<file path="config.mk">
export PLATFORM = sky130hd
export DESIGN_NAME = fetch_queue
export DESIGN_NICKNAME = d
export VERILOG_FILES = /design/src/rtl/fetch_queue.sv
export SDC_FILE = /design/constraint.sdc
export NUM_CORES = 1
export LEC_CHECK = 0
export CORE_MARGIN = 5
export CORE_UTILIZATION = 25
export CTS_CLUSTER_DIAMETER = 200
export DETAILED_ROUTE_END_ITERATION = 16
export HOLD_SLACK_MARGIN = 0.06
export PLACE_DENSITY = 0.45
export SETUP_SLACK_MARGIN = 0.15
export SLEW_MARGIN = 10
export SYNTH_ARGS = -nofsm -noshare
export SYNTH_HDL_FRONTEND = slang
export SYNTH_SLANG_ARGS = --single-unit
</file>
<file path="constraint.sdc">
create_clock -name clk -period 4 [get_ports clk]
set_input_delay 0.8 -clock clk [delete_from_list [all_inputs] [get_ports clk]]
set_output_delay 0.8 -clock clk [all_outputs]
set_load 0.01 [all_outputs]
</file>
<file path="src/rtl/fetch_queue.sv">
`default_nettype none
// ============================================================================
// Module      : fetch_queue
// Description : Instruction prefetch queue; fetches sequential words from im,
//               buffers {pc, word} pairs and presents the head to the consumer.
// Revision    : 1.0 - initial release
// ============================================================================
module fetch_queue #(
    parameter int DEPTH = 4,
    parameter int AW    = 16,
    parameter int DW    = 32
) (
    input  logic                     clk,
    input  logic                     rst_f,
    output logic [AW-1:0]            im_addr,
    input  logic [DW-1:0]            im_data,
    input  logic                     fetch_en,
    input  logic                     ir_load,
    input  logic                     redirect,
    input  logic [AW-1:0]            redirect_addr,
    output logic [DW-1:0]            instr,
    output logic [AW-1:0]            instr_pc,
    output logic                     instr_valid,
    output logic [$clog2(DEPTH):0]   q_count
);

    localparam int c_PTR_W = $clog2(DEPTH);
    localparam int c_CNT_W = c_PTR_W + 1;
    localparam logic [c_CNT_W-1:0] c_FULL = c_CNT_W'(DEPTH);

    logic [AW-1:0]      r_fetch_pc;
    logic [c_PTR_W-1:0] r_rd_ptr;
    logic [c_PTR_W-1:0] r_wr_ptr;
    logic [c_CNT_W-1:0] r_count;
    logic [DW-1:0]      r_mem_data [DEPTH];
    logic [AW-1:0]      r_mem_pc   [DEPTH];

    logic w_valid;
    logic w_pop;
    logic w_push;

    assign w_valid = (r_count != '0);
    assign w_pop   = ir_load & w_valid & ~redirect;
    // A full queue can still accept a word when the head leaves in the same cycle.
    assign w_push  = fetch_en & ~redirect & ((r_count != c_FULL) | w_pop);

    always_ff @(posedge clk) begin
        if (rst_f) begin
            r_fetch_pc <= '0;
            r_rd_ptr   <= '0;
            r_wr_ptr   <= '0;
            r_count    <= '0;
        end else if (redirect) begin
            r_fetch_pc <= redirect_addr;
            r_rd_ptr   <= '0;
            r_wr_ptr   <= '0;
            r_count    <= '0;
        end else begin
            if (w_push) begin
                r_fetch_pc <= r_fetch_pc + 1'b1;
                r_wr_ptr   <= r_wr_ptr + 1'b1;
            end
            if (w_pop) begin
                r_rd_ptr <= r_rd_ptr + 1'b1;
            end
            if (w_push && !w_pop) begin
                r_count <= r_count + 1'b1;
            end else if (w_pop && !w_push) begin
                r_count <= r_count - 1'b1;
            end
        end
    end

    // Storage needs no reset: entries are only observed while q_count is non-zero.
    always_ff @(posedge clk) begin
        if (!rst_f && w_push) begin
            r_mem_data[r_wr_ptr] <= im_data;
            r_mem_pc[r_wr_ptr]   <= r_fetch_pc;
        end
    end

    assign im_addr     = r_fetch_pc;
    assign instr_valid = w_valid;
    assign q_count     = r_count;
    assign instr       = w_valid ? r_mem_data[r_rd_ptr] : '0;
    assign instr_pc    = w_valid ? r_mem_pc[r_rd_ptr]   : '0;

endmodule
`default_nettype wire

</file>
---- Yosys cells after proc, flatten, opt, wreduce, memory -nomap -nowiden ----
Memories as Yosys holds them, arrays and structs flattened. A register that Yosys moved wholly into a read port is not among the register bits.
Cells that the tools add are included.
W data, S select, Z words.
word-level totals
  memory bits (writable) .................. 192
  bits of input ports ..................... 53
  bits in registers ....................... 23
  word-level logic and storage cells ...... 40
  memories ................................ 2
  output and inout port bits .............. 68
memories
  name        words  bits a word  read ports  clocked after Yosys merged registers in  wr ports  line  RTL
  r_mem_data  4      32           1           1                                        1         35    logic [DW-1:0] r_mem_data [DEPTH];
  r_mem_pc    4      16           1           1                                        1         36    logic [AW-1:0] r_mem_pc [DEPTH];
cells by class
  muxes and demuxes ....................... 12
  reductions and logical operators ........ 10
  bitwise logic cells ..................... 6
  eq/ne operators ......................... 1
  $add $sub $neg .......................... 5
operators by type and width
  operator                 count
  $mux W16                 3
  $mux W32                 1
  $add A16 B1 Y16 const B  1
  $mux W2                  4
  $mux W3                  2
  $add A2 B1 Y2 const B    2
  $and A1 B1 Y1            4
  $reduce_bool A2 Y1       2
  $add A3 B1 Y3 const B    1
  $logic_and A1 B1 Y1      3
  $logic_not A1 Y1         3
  $ne A3 B3 Y1 const B     1
  $reduce_bool A3 Y1       1
  $sub A3 B1 Y3 const B    1
  $mux W1                  2
  $reduce_or A2 Y1         1
  $not A1 Y1               1
  $or A1 B1 Y1             1

---- Logic depth before layout (Yosys ltp) ----
  depth after elaboration ................. 9
  gate-level depth with buffers ........... 11
  mapped depth without buffers ............ 8

---- Worst setup path after synthesis ----
OpenSTA, ideal clock, no wires.
  kind .................................... input -> register
  from .................................... input redirect
  to ...................................... register r_count[2] (netlist: q_count[2])
  data required time ...................... 3,929 ps
  path slack .............................. 1,053 ps
  arrival time ............................ 2,876 ps
  setup time .............................. 71 ps
  buffers on the path ..................... 3
  cell stages on the path ................. 11
  path through ............................ clkbuf_1 -> inv_1 -> buf_2 -> clkbuf_1 -> and3_2 -> ha_1 -> inv_1 -> fa_1 -> xor2_1 -> or3_1 -> a21oi_1
on the way
  longest elaborated chain between the ends .. 7
  elaborated cells on any way between the ends .. 12
  classes of those cells .................. mux: 1; bitwise: 5; reduce/logical: 6
ends and longest elaborated chain
  element                       line    RTL
  start: declaration            19      input logic redirect,
  $not A1 Y1                    43, 45
  $and A1 B1 Y1                 43      assign w_pop = ir_load & w_valid & ~redirect;
  $or A1 B1 Y1                  45      assign w_push = fetch_en & ~redirect & ((r_count != c_FULL) | w_pop);
  $and A1 B1 Y1                 45
  $logic_not A1 Y1              68      end else if (w_pop && !w_push) begin
  $logic_and A1 B1 Y1           68
  $reduce_bool A2 Y1 (no line)  --
  end signal: assignment        67      r_count <= r_count + 1'b1;
  end signal: assignment        69      r_count <= r_count - 1'b1;
  end: declaration              34      logic [c_CNT_W-1:0] r_count;
Parallel ways exist; a longest one is shown, timed or not.
A chain may end at the register's enable or synchronous reset.

==> impl_metrics.tcl <==
set metrics [dict create \
    grt_pass1_wl_um 31300 \
    postCtsHoldBufs 0 \
    fin_crit_sh_pct 86.9 \
    ir_worst_vdd_v 0.000247 \
    skew_ps 15.8 \
    reg2reg_slack_ps 1010 \
    finalNetCount 658 \
    num_rows 68 \
    dp_cells 1025 \
    cts_sinks 217 \
    path_clk_slew_ps 60 \
    async_reset_ff_share_pct 0 \
    first_iter_violations 225 \
    n_antenna_cell 0 \
    status "finished clean" \
    setup_viol 0 \
    synth_common_cells "192 x edfxtp_1, 48 x and2_1, 48 x mux4_2, 25 x dfxtp_1, 20 x nor2_1" \
    rsz0062_at_grt "no" \
    overflow 0 \
    cp-start-kind "flip-flop" \
    tightest_slew_ps 918 \
    finalMaxSlewViolations 0 \
    die_x_um 196 \
    hold_viol_final 0 \
    routedWlPerCell_um 18.9 \
    dp_hpwl_um 12500 \
    p_switching_mw 1.07 \
    cts_resized 0 \
    avgSynthCellArea_um2 18.8 \
    cts_made_buffers 26 \
    synth_area_um2 8660 \
    cp.arrival_ps 2680 \
    area_delta_synth_final_pct 30.8 \
    yosys.area.top_type_share_pct 66.6 \
    clk_path_buf_depth 3 \
    regArea_um2 6270 \
    vias_per_cell 4.35 \
    antenna_found_initial 0 \
    comb_power_share_pct 6.7 \
    synth_cells 461 \
    critPathKind "flip-flop to output port" \
    finalSetupTns_ps 0 \
    drive_gt1_share_pct 18.4 \
    clockRootBuffer "clkbuf_16" \
    seq_area_frac_synth_pct 72.4 \
    pwr-share-clk_pct 44.2 \
    synth_warnings 0 \
    vias 4672 \
    htreeDepth 1 \
    gp_congestion 0.779 \
    portBuffers 120 \
    die_h_um 196 \
    fmaxAchievable_mhz 288 \
    powerDensity_nw_per_um2 458 \
    max_cap_viol_count 0 \
    min_path_type "flip-flop to flip-flop" \
    crit_path_end "instr_pc[7]" \
    slew_headroom_pct 38.8 \
    regToRegStartpoint "q_count[0]" \
    cts_tree "built" \
    ys_ff_latch 217 \
    power.leakage_nw 3.56 \
    ys_top_cells_by_area "edfxtp_1 67%, mux4_2 12%, dfxtp_1 5.8%" \
    drc_errors 0 \
    reg2regPathDepth 8 \
    period_minus_slack_ps 3480 \
    grt.total_usage_pct 10.4 \
    yosysMostFrequentCell "edfxtp_1" \
    multi_input_area_um2 2260 \
    fill_cells 3346 \
    final_cells 1073 \
    routed_wl_um 20300 \
    first_global_vias 5155 \
    regToRegEndpoint "q_count[2]" \
    worstPathMaxFanout 35 \
    post-synth-top-area-cell "edfxtp_1" \
    ios 121 \
    ant_nets 0 \
    grt_max_degree 52 \
    switching_share_pct 20.7 \
    cts_setup_buffers 0 \
    insertion_delay_ps 520 \
    synth_cell_type_count 45 \
    initial_core_util_pct 25.2 \
    cp.required_ps 3200 \
    intPower_mw 4.12 \
    synth_edf_count 192 \
    die_area_um2 38500 \
    mappedNetlistNets 521 \
    dr.pass1.iters 4 \
    fin_util_pct 33.0 \
    end_kind "output port" \
    core_um2 34400 \
    seqPwrFrac_pct 49.1 \
    synth_ff_type "edfxtp_1" \
]
==> routing by layer <==
metal,vias to the layer above,track usage [%],share of wire [%]
met5,-,0,0
met1,2389,13.7,44
met2,138,17.7,48
met3,33,2.28,5.9
met4,0,2.48,2.0
li1,2112,-,-
==> sequential cells by signal (all words and copies together), names as in the netlist, named ones only <==
signal / flops
r_mem_pc: 64
q_count: 3
r_mem_data: 128
r_rd_ptr: 2
r_wr_ptr: 2
im_addr: 16
==> final cells by class <==
class,instances,share of cell area (%)
well taps,455,5.03
inverters,7,0.232
multi-input cells,215,20.0
repair buffers,131,11.9
flip-flops and latches,217,55.4
clock buffers,31,6.10
clock inverters,17,1.41
==> how the worst min path moves through the flow <==
stage                      startpoint          end  cells past startpoint
final                     r_rd_ptr[1]  r_rd_ptr[1]                      2
after CTS                 r_rd_ptr[1]  r_rd_ptr[1]                      2
after floorplan           r_rd_ptr[0]    flip-flop                      2
after global routing      r_rd_ptr[1]  r_rd_ptr[1]                      2
after detailed placement  r_rd_ptr[1]    flip-flop                      2
after global placement    r_rd_ptr[1]    flip-flop                      2
==> metrics by stage <==
step	area (um2)	power [mW]	hold WS, ps	setup WS, ps
2_1_floorplan	8660	2.73	487	1050
3_3_place_gp	10500	2.95	512	831
3_5_place_dp	10500	2.96	515	771
4_1_cts	11300	5.30	530	349
5_1_grt	11300	5.43	548	302
6_report	11300	5.19	523	523
==> worst max-delay path, stage by stage, from the launching register on <==
cell and delay [ps]:
dfxtp_4 540, buf_12 350, mux4_2 590, and2_1 180, clkdlybuf4s50_1 480
==> cell usage in the layout, fill, tap and decap left out, types with 2 or more instances in the layout <==
cell type        instances
clkbuf_16               27
clkinv_2                 5
nand4_1                  2
inv_1                    7
clkbuf_1                 4
mux4_2                  48
nand2_1                  7
nor3_1                   4
dfxtp_1                 23
and3_2                   5
mux2i_1                  4
o311a_1                  2
clkinv_1                 7
ha_1                     6
nand3_1                  6
or3_2                    2
and4_1                   3
buf_12                   5
buf_4                    6
nor2_1                  20
nand2b_1                 2
xor2_1                   4
edfxtp_1               192
bufinv_16                3
o21ai_0                  4
or3_1                    2
and2_1                  48
a21oi_1                  5
xnor2_1                 11
a211oi_1                10
nor4_1                   4
clkdlybuf4s50_1        120
==> kinds of logic (layout without fill, tap and decap cells) <==
| group | after synthesis | count (layout) | synth area share, % |
|---|---|---|---|
| flops | 217 | 217 | 72.4 |
| simple gates | 115 | 115 | 8.42 |
| mux | 52 | 52 | 12.9 |
| buf+inv | 29 | 186 | 1.56 |
| compound gates | 26 | 26 | 2.10 |
| xor+xnor | 15 | 15 | 1.52 |
| fa+ha+maj | 7 | 7 | 1.10 |
==> power groups by stage <==
| stage | registers (mW) | logic (mW) | clock network, mW |
|---|---|---|---|
| finish | 2.55 | 0.348 | 2.29 |
| global route | 2.56 | 0.379 | 2.49 |
| CTS | 2.55 | 0.360 | 2.39 |
| detailed placement | 2.60 | 0.359 | 0 |
| global placement | 2.60 | 0.355 | 0 |
| floorplan | 2.59 | 0.143 | 0 |
(Power assumes the default switching activity.)
